File: src/rtl/serial_word_tx.sv
// LSB-first parallel-to-serial transmitter with generated shift clock and
// full-duplex capture of the returning sdi line into rx_data.
module serial_word_tx #(
    parameter int WIDTH = 31,
    parameter int DIV   = 4
) (
    input  logic             qzt_clk,
    input  logic             reset,
    input  logic             start,
    input  logic [WIDTH-1:0] tx_data,
    input  logic             sdi,
    output logic             sclk,
    output logic             sdo,
    output logic             busy,
    output logic             done,
    output logic [WIDTH-1:0] rx_data,
    output logic [1:0]       state_dbg
);

    // Handshake: start is taken only in a cycle where busy=0 (including the
    // done cycle); done pulses for one cycle and rx_data is valid from then on.

    localparam int BW = (WIDTH > 1) ? $clog2(WIDTH) : 1;
    localparam int CW = (DIV > 1) ? $clog2(DIV) : 1;
    localparam logic [BW-1:0] BIT_LAST = BW'(WIDTH - 1);
    localparam logic [CW-1:0] DIV_LAST = CW'(DIV - 1);

    typedef enum logic [1:0] {
        IDLE = 2'd0,
        LOW  = 2'd1,
        HIGH = 2'd2
    } state_t;

    state_t           state, state_n;
    logic [CW-1:0]    div_cnt, div_cnt_n;
    logic [BW-1:0]    bit_cnt, bit_cnt_n;
    logic [WIDTH-1:0] tx_sr, tx_sr_n;
    logic [WIDTH-1:0] rx_sr, rx_sr_n;
    logic [WIDTH-1:0] rx_data_n;
    logic             sclk_n, sdo_n, busy_n, done_n;

    assign state_dbg = state;

    always_ff @(posedge qzt_clk) begin
        if (reset) begin
            state   <= IDLE;
            div_cnt <= '0;
            bit_cnt <= '0;
            tx_sr   <= '0;
            rx_sr   <= '0;
            rx_data <= '0;
            sclk    <= 1'b0;
            sdo     <= 1'b0;
            busy    <= 1'b0;
            done    <= 1'b0;
        end else begin
            state   <= state_n;
            div_cnt <= div_cnt_n;
            bit_cnt <= bit_cnt_n;
            tx_sr   <= tx_sr_n;
            rx_sr   <= rx_sr_n;
            rx_data <= rx_data_n;
            sclk    <= sclk_n;
            sdo     <= sdo_n;
            busy    <= busy_n;
            done    <= done_n;
        end
    end

    always_comb begin
        state_n   = state;
        div_cnt_n = div_cnt;
        bit_cnt_n = bit_cnt;
        tx_sr_n   = tx_sr;
        rx_sr_n   = rx_sr;
        rx_data_n = rx_data;
        sclk_n    = sclk;
        sdo_n     = sdo;
        busy_n    = busy;
        done_n    = 1'b0;

        case (state)
            IDLE: begin
                sclk_n = 1'b0;
                sdo_n  = 1'b0;
                busy_n = 1'b0;
                if (start) begin
                    tx_sr_n   = tx_data;
                    rx_sr_n   = '0;
                    bit_cnt_n = '0;
                    div_cnt_n = '0;
                    sdo_n     = tx_data[0];
                    busy_n    = 1'b1;
                    state_n   = LOW;
                end
            end
            LOW: begin
                if (div_cnt == DIV_LAST) begin
                    div_cnt_n = '0;
                    sclk_n    = 1'b1;
                    state_n   = HIGH;
                end else begin
                    div_cnt_n = div_cnt + 1'b1;
                end
            end
            HIGH: begin
                if (div_cnt == DIV_LAST) begin
                    // Receivers shift on the rising edge; we sample sdi at the
                    // last high cycle so the far end has had DIV cycles to settle.
                    div_cnt_n = '0;
                    rx_sr_n   = {sdi, rx_sr[WIDTH-1:1]};
                    sclk_n    = 1'b0;
                    if (bit_cnt == BIT_LAST) begin
                        rx_data_n = {sdi, rx_sr[WIDTH-1:1]};
                        done_n    = 1'b1;
                        busy_n    = 1'b0;
                        sdo_n     = 1'b0;
                        state_n   = IDLE;
                    end else begin
                        tx_sr_n   = {1'b0, tx_sr[WIDTH-1:1]};
                        sdo_n     = tx_sr[1];
                        bit_cnt_n = bit_cnt + 1'b1;
                        state_n   = LOW;
                    end
                end else begin
                    div_cnt_n = div_cnt + 1'b1;
                end
            end
            default: begin
                state_n = IDLE;
            end
        endcase
    end

endmodule

File: config.mk
export PLATFORM = sky130hd
export DESIGN_NAME = serial_word_tx
export DESIGN_NICKNAME = d
export VERILOG_FILES = /design/src/rtl/serial_word_tx.sv
export SDC_FILE = /design/constraint.sdc
export NUM_CORES = 1
export LEC_CHECK = 0
export CAP_MARGIN = 20
export CORE_MARGIN = 8
export CORE_UTILIZATION = 47
export CTS_CLUSTER_DIAMETER = 40
export CTS_CLUSTER_SIZE = 12
export DETAILED_ROUTE_END_ITERATION = 7
export PLACE_DENSITY = 0.83
export REMOVE_ABC_BUFFERS = 1
export SYNTH_ARGS = -nofsm -noshare
export SYNTH_HDL_FRONTEND = slang
export SYNTH_SLANG_ARGS = --single-unit
export TNS_END_PERCENT = 30
File: constraint.sdc
create_clock -name qzt_clk -period 2 [get_ports qzt_clk]
set_input_delay 0.3 -clock qzt_clk [delete_from_list [all_inputs] [get_ports qzt_clk]]
set_output_delay 0.3 -clock qzt_clk [all_outputs]
set_load 0.03 [all_outputs]
Word level (Yosys, flattened, before mapping)
Cells that the tools add are included.
Word-level totals
  bits in registers: 106
  input bits: 35
  output and inout port bits: 37
  word-level logic and storage cells: 68
Operators by class
  add/subtract/negate cells: 2
  eq/ne operators: 9
  mux-type cells: 31
  bitwise logic cells: 2
  reductions and logical operators: 14
Operators by type and width (number)
  31-bit two-way mux: 5
  31-bit case mux with 2 select lines: 2
  5-bit two-way mux: 3
  3-bit AND reduction: 5
  1-bit two-way mux: 10
  2-bit two-way mux: 5
  2-bit inequality test (second input constant): 5
  5-bit case mux with 2 select lines: 1
  2-bit case mux with 3 select lines: 1
  5-bit by 1-bit adder with 5-bit output (second input constant): 1
  5-bit equality test (second input constant): 1
  2-bit equality test (second input constant): 2
  1-bit case mux with 2 select lines: 2
  2-bit case mux with 2 select lines: 1
  2-bit AND reduction: 2
  4-bit AND reduction: 1
  2-bit nonzero test: 2
  1-bit case mux with 3 select lines: 1
  3-bit nonzero test: 1
  3-bit OR reduction: 1
  2-bit by 1-bit adder with 2-bit output (second input constant): 1
  2-bit by 1-bit equality test with 1-bit output (second input constant): 1
  2-bit logical NOT: 1
  1-bit inverter: 2
  2-bit OR reduction: 1

Longest topological paths before layout
  depth in word-level cells: 4
  gate-level depth with buffers: 8
  depth with buffers taken out: 6

Least setup slack after synthesis
OpenSTA, ideal clock, no wires.
  kind: register to register
  start point: register state[0], in the netlist state_dbg[0]
  end point: register tx_sr[1]
  arrival time: 2067 ps
  data required time: 1854 ps
  path slack: -213 ps
  cell stages (with the launch flop): 8
  path buffers: 2
  clock period less this slack: 2213 ps
  cell sequence: dfxtp_1 inv_1 ha_1 buf_2 nor2b_1 a2111oi_4 buf_4 a211oi_2
On the way
  longest elaborated chain between the ends: 3
  elaborated cells between the ends (all ways): 8
Ends and longest elaborated chain
  start: declaration: RTL line 34  | state_t state, state_n;
  start signal: assignment: RTL line 57  | state <= state_n;
  2-bit equality test or 2-bit logical NOT (tied branches): RTL line 82  | case (state)
  2-bit inequality test (no line) or 2-bit nonzero test (tied branches)
  4-bit AND reduction (no line)
  end signal: assignment: RTL line 60  | tx_sr <= tx_sr_n;
  end: declaration: RTL line 37  | logic [WIDTH-1:0] tx_sr, tx_sr_n;
Parallel ways exist; a longest one is shown, timed or not.
A chain may end at the register's enable or synchronous reset.

Worst setup path after layout
  start point: register state[0], in the netlist state_dbg[0]
  end point: register bit_cnt[4]
On the way
  longest elaborated chain between the ends: 3
  elaborated cells between the ends (all ways): 8
Ends and longest elaborated chain
  2-bit equality test or 2-bit logical NOT (tied branches): RTL line 82
  2-bit inequality test (no line) or 2-bit nonzero test (tied branches)
  4-bit AND reduction (no line)
  end signal: assignment: RTL line 59  | bit_cnt <= bit_cnt_n;
  end: declaration: RTL line 36  | logic [BW-1:0] bit_cnt, bit_cnt_n;
Parallel ways exist; a longest one is shown, timed or not.

==> flow_results.xml <==
<?xml version="1.0" encoding="UTF-8"?>
<metrics>
  <group name="grt">
    <metric name="grt_util_all_layers" unit="">0.1519</metric>
    <metric name="grt_overflow_total" unit="">0</metric>
    <metric name="grt_pass1_vias" unit="">3493</metric>
    <metric name="grt_max_degree" unit="">56</metric>
    <metric name="grt_antenna_before_repair" unit="">0</metric>
    <metric name="grt_first_pass_wirelength" unit="mm">16.06</metric>
  </group>
  <group name="drt">
    <metric name="first_iter_violations" unit="">182</metric>
    <metric name="avg_wl_per_cell" unit="um">15.36</metric>
    <metric name="drt_first_pass_iters" unit="">5</metric>
    <metric name="via_count_normalized_by_instance_count" unit="">5.465</metric>
    <metric name="drt_drc_violations_left" unit="">0</metric>
    <metric name="ant_nets" unit="">0</metric>
    <metric name="via_count" unit="">3476</metric>
    <metric name="routed_wl" unit="mm">9.769</metric>
  </group>
  <group name="run_status">
    <metric name="run_status" unit="">finished clean</metric>
  </group>
  <group name="placed_design">
    <metric name="dp_worst_setup_slack" unit="ns">-0.02770</metric>
    <metric name="dp.final_hpwl" unit="mm">6.132</metric>
    <metric name="gp_routability_congestion" unit="">0.7930</metric>
    <metric name="place.port_buffers" unit="">71</metric>
    <metric name="postPlaceCellArea" unit="sq um">5049</metric>
  </group>
  <group name="timing">
    <metric name="tightest_slew" unit="ns">0.6025</metric>
    <metric name="timing.final.setup_violations" unit="">0</metric>
    <metric name="final.period_utilization" unit="">0.9723</metric>
    <metric name="slew_viol_final" unit="">0</metric>
    <metric name="slew_headroom" unit="">0.5983</metric>
    <metric name="final_worst_slack" unit="ns">0.05540</metric>
    <metric name="timing.clock.skew" unit="ns">0.01620</metric>
    <metric name="period_needed" unit="ns">1.945</metric>
    <metric name="hold_violations" unit="">0</metric>
    <metric name="fmax" unit="MHz">514.2</metric>
  </group>
  <group name="floorplanning">
    <metric name="floorplan.rows" unit="">34</metric>
    <metric name="die_width" unit="um">110.7</metric>
    <metric name="dieHeight" unit="um">110.7</metric>
    <metric name="ports" unit="">72</metric>
    <metric name="fp.coreArea" unit="sq um">8721</metric>
    <metric name="area_enclosed_by_the_die_boundary" unit="sq um">12260</metric>
    <metric name="initial_core_util" unit="">0.4834</metric>
  </group>
  <group name="yosys">
    <metric name="syn-cell-area" unit="sq um">4215</metric>
    <metric name="synth-edff-count" unit="">0</metric>
    <metric name="async_flop_share" unit="">0</metric>
    <metric name="synth.distinct_cells" unit="">29</metric>
    <metric name="yosys_warnings" unit="">0</metric>
    <metric name="netlist_top_cells_area" unit="">dfxtp_1, a211oi_2, mux2i_1</metric>
    <metric name="yosysTopAreaCell" unit="">dfxtp_1</metric>
    <metric name="synth_cells" unit="">456</metric>
    <metric name="ys_dominant_reg_cell" unit="">dfxtp_1</metric>
    <metric name="postSynthAreaPerCell" unit="sq um">9.244</metric>
    <metric name="share_of_the_synthesized_area_in_the_top_cell_type" unit="">0.4939</metric>
    <metric name="postSynthRegisterBits" unit="">104</metric>
    <metric name="seq_area_frac_synth" unit="">0.4939</metric>
  </group>
  <group name="setup_path">
    <metric name="worst_setup_path_start_kind" unit="">flop</metric>
    <metric name="critPathRequiredTime" unit="ns">2.28</metric>
    <metric name="worst-setup-path-type" unit="">reg2reg</metric>
    <metric name="critPathArrivalTime" unit="ns">2.22</metric>
    <metric name="worstPathMaxFanout" unit="">19</metric>
    <metric name="critical_path.endpoint_type" unit="">flop</metric>
    <metric name="rrSetupSlack" unit="ns">0.06</metric>
  </group>
  <group name="clocking">
    <metric name="ctsLongestPathBuffers" unit="">2</metric>
    <metric name="cts_buffers" unit="">9</metric>
    <metric name="worst_setup_hold_path_clk_slew" unit="ns">0.11</metric>
    <metric name="cts_sinks" unit="">104</metric>
    <metric name="tritoncts" unit="">yes</metric>
    <metric name="worstSkewPairLatency" unit="ns">0.36</metric>
    <metric name="cts_root_buffer" unit="">clkbuf_8</metric>
    <metric name="htree_num_levels" unit="">3</metric>
  </group>
  <group name="power_and_ir_drop">
    <metric name="power-per-cell-area" unit="nW/um^2">782.8</metric>
    <metric name="power.total" unit="mW">4.237</metric>
    <metric name="worst_ir_drop_vdd" unit="mV">0.4589</metric>
    <metric name="power.static_leakage" unit="nW">1.833</metric>
  </group>
  <group name="cells_and_area">
    <metric name="layout-area-overhead-vs-synth" unit="%">28.41</metric>
    <metric name="fin_nets" unit="">565</metric>
    <metric name="drive_gt1_frac" unit="">0.1439</metric>
    <metric name="finalCoreUtilization" unit="">0.6207</metric>
    <metric name="final_design_area_no_fill" unit="sq um">5413</metric>
    <metric name="number_of_diodes" unit="">0</metric>
  </group>
  <group name="min_path">
    <metric name="worst_hold_path_type" unit="">in2reg</metric>
  </group>
  <group name="run">
    <metric name="cap_viol_max_count" unit="">0</metric>
  </group>
</metrics>
## placed cells by master, fill, tap and decap left out, drive strengths merged
master         count
o21ai              6
a221oi             1
a211oi            29
nor3               2
clkbuf            11
ha                 7
nand4              2
a21o               1
buf               21
a311oi             3
nor2b              4
a2111oi            1
nand3              7
or3                3
nand2             67
a22oi             30
inv                6
dfxtp            104
a21oi             41
clkinv             5
o31ai              1
and4               1
nor2              69
mux2i             31
nand2b             4
clkdlybuf4s50     70
o32ai              1
## state kept, by name, indices dropped and copies added (netlist names)
name	flops
rx_data	31
rx_sr	30
tx_sr	30
bit_cnt	5
div_cnt	2
state_dbg	2
busy	1
done	1
sclk	1
sdo	1
## layout make-up
class	instances	area [sq um]
Fill cell	693	3308
Sequential cell	104	2087
Multi-Input combinational cell	311	1963
Timing Repair Buffer	93	1002
Tap cell	108	135.1
Clock buffer	9	123.9
Clock inverter	7	86.33
Inverter	4	15.01
## what timing repair did
action | CTS | global route
pin swaps | 3 | 3
setup buffers | 2 | 1
gates resized for setup | 3 | 12
gates cloned | 2 | 2
hold buffers | 0 | 0
setup endpoints to repair | 21 | 77
## synth_stat cells, types with 2 or more instances
cell type    n
nand4_1      2
a211oi_1     3
ha_1         7
nand2b_1     4
o21ai_0      6
a21oi_1     41
inv_1        4
a22oi_1     30
clkbuf_1    24
nand3_1      7
mux2i_1     31
buf_2        6
or3_1        3
a311oi_1     3
nor3_1       2
nor2_1      69
buf_4        3
nor2b_1      4
a211oi_2    26
buf_6        3
dfxtp_1    104
nand2_1     67
## worst max-delay path: stages (launching register included)
cell      delay, ns
dfxtp_1        0.33
inv_1          0.08
ha_2           0.24
buf_4          0.28
nand2_1        0.20
nor3_1         0.35
nor2_1         0.12
a311oi_1       0.26
## metrics by stage
step	std cells	hold slack (ns)	TNS, ns
finish	636	0.4065	0
global route	636	0.4115	-0.07149
CTS	633	0.3910	0
detailed placement	613	0.4465	-0.1015
global placement	613	0.4422	0
floorplan	419	0.3646	-207.81
## worst paths after layout
kind | from | endpoint | cells after the start
worst max-delay path | state_dbg[0] | bit_cnt[4] | 7
worst min-delay path | reset | rx_sr[14] | 2
worst max register to register | state_dbg[0] | bit_cnt[4] | 7
worst min register to register | rx_data[3] | rx_data[3] | 2
## routing by layer
metal / global-route usage / wire (um) / vias to the layer above
li1: - / - / 1732
met1: 0.1812 / 4378 / 1661
met2: 0.2496 / 4773 / 70
met3: 0.05087 / 476 / 13
met4: 0.05045 / 142 / 0
met5: 0 / 0 / -
## cells by family after synthesis
kind of cell	after synthesis	synth area share
adder cells (fa/ha/maj)	7	0.02078
AND/OR/NAND/NOR	159	0.1532
buffers and inverters	41	0.04630
multiplexers	31	0.07361
flip-flops	104	0.4939
AO/OA/AOI/OAI	114	0.2122
## power by group
| group | internal [mW] | switching (mW) | leakage [nW] | total (mW) |
|---|---|---|---|---|
| clock | 0.502 | 0.797 | 0.104 | 1.30 |
| sequential | 2.17 | 0.0547 | 0.847 | 2.22 |
| combinational | 0.345 | 0.369 | 0.882 | 0.714 |
No activity file was read; power rests on OpenSTA's default activity.
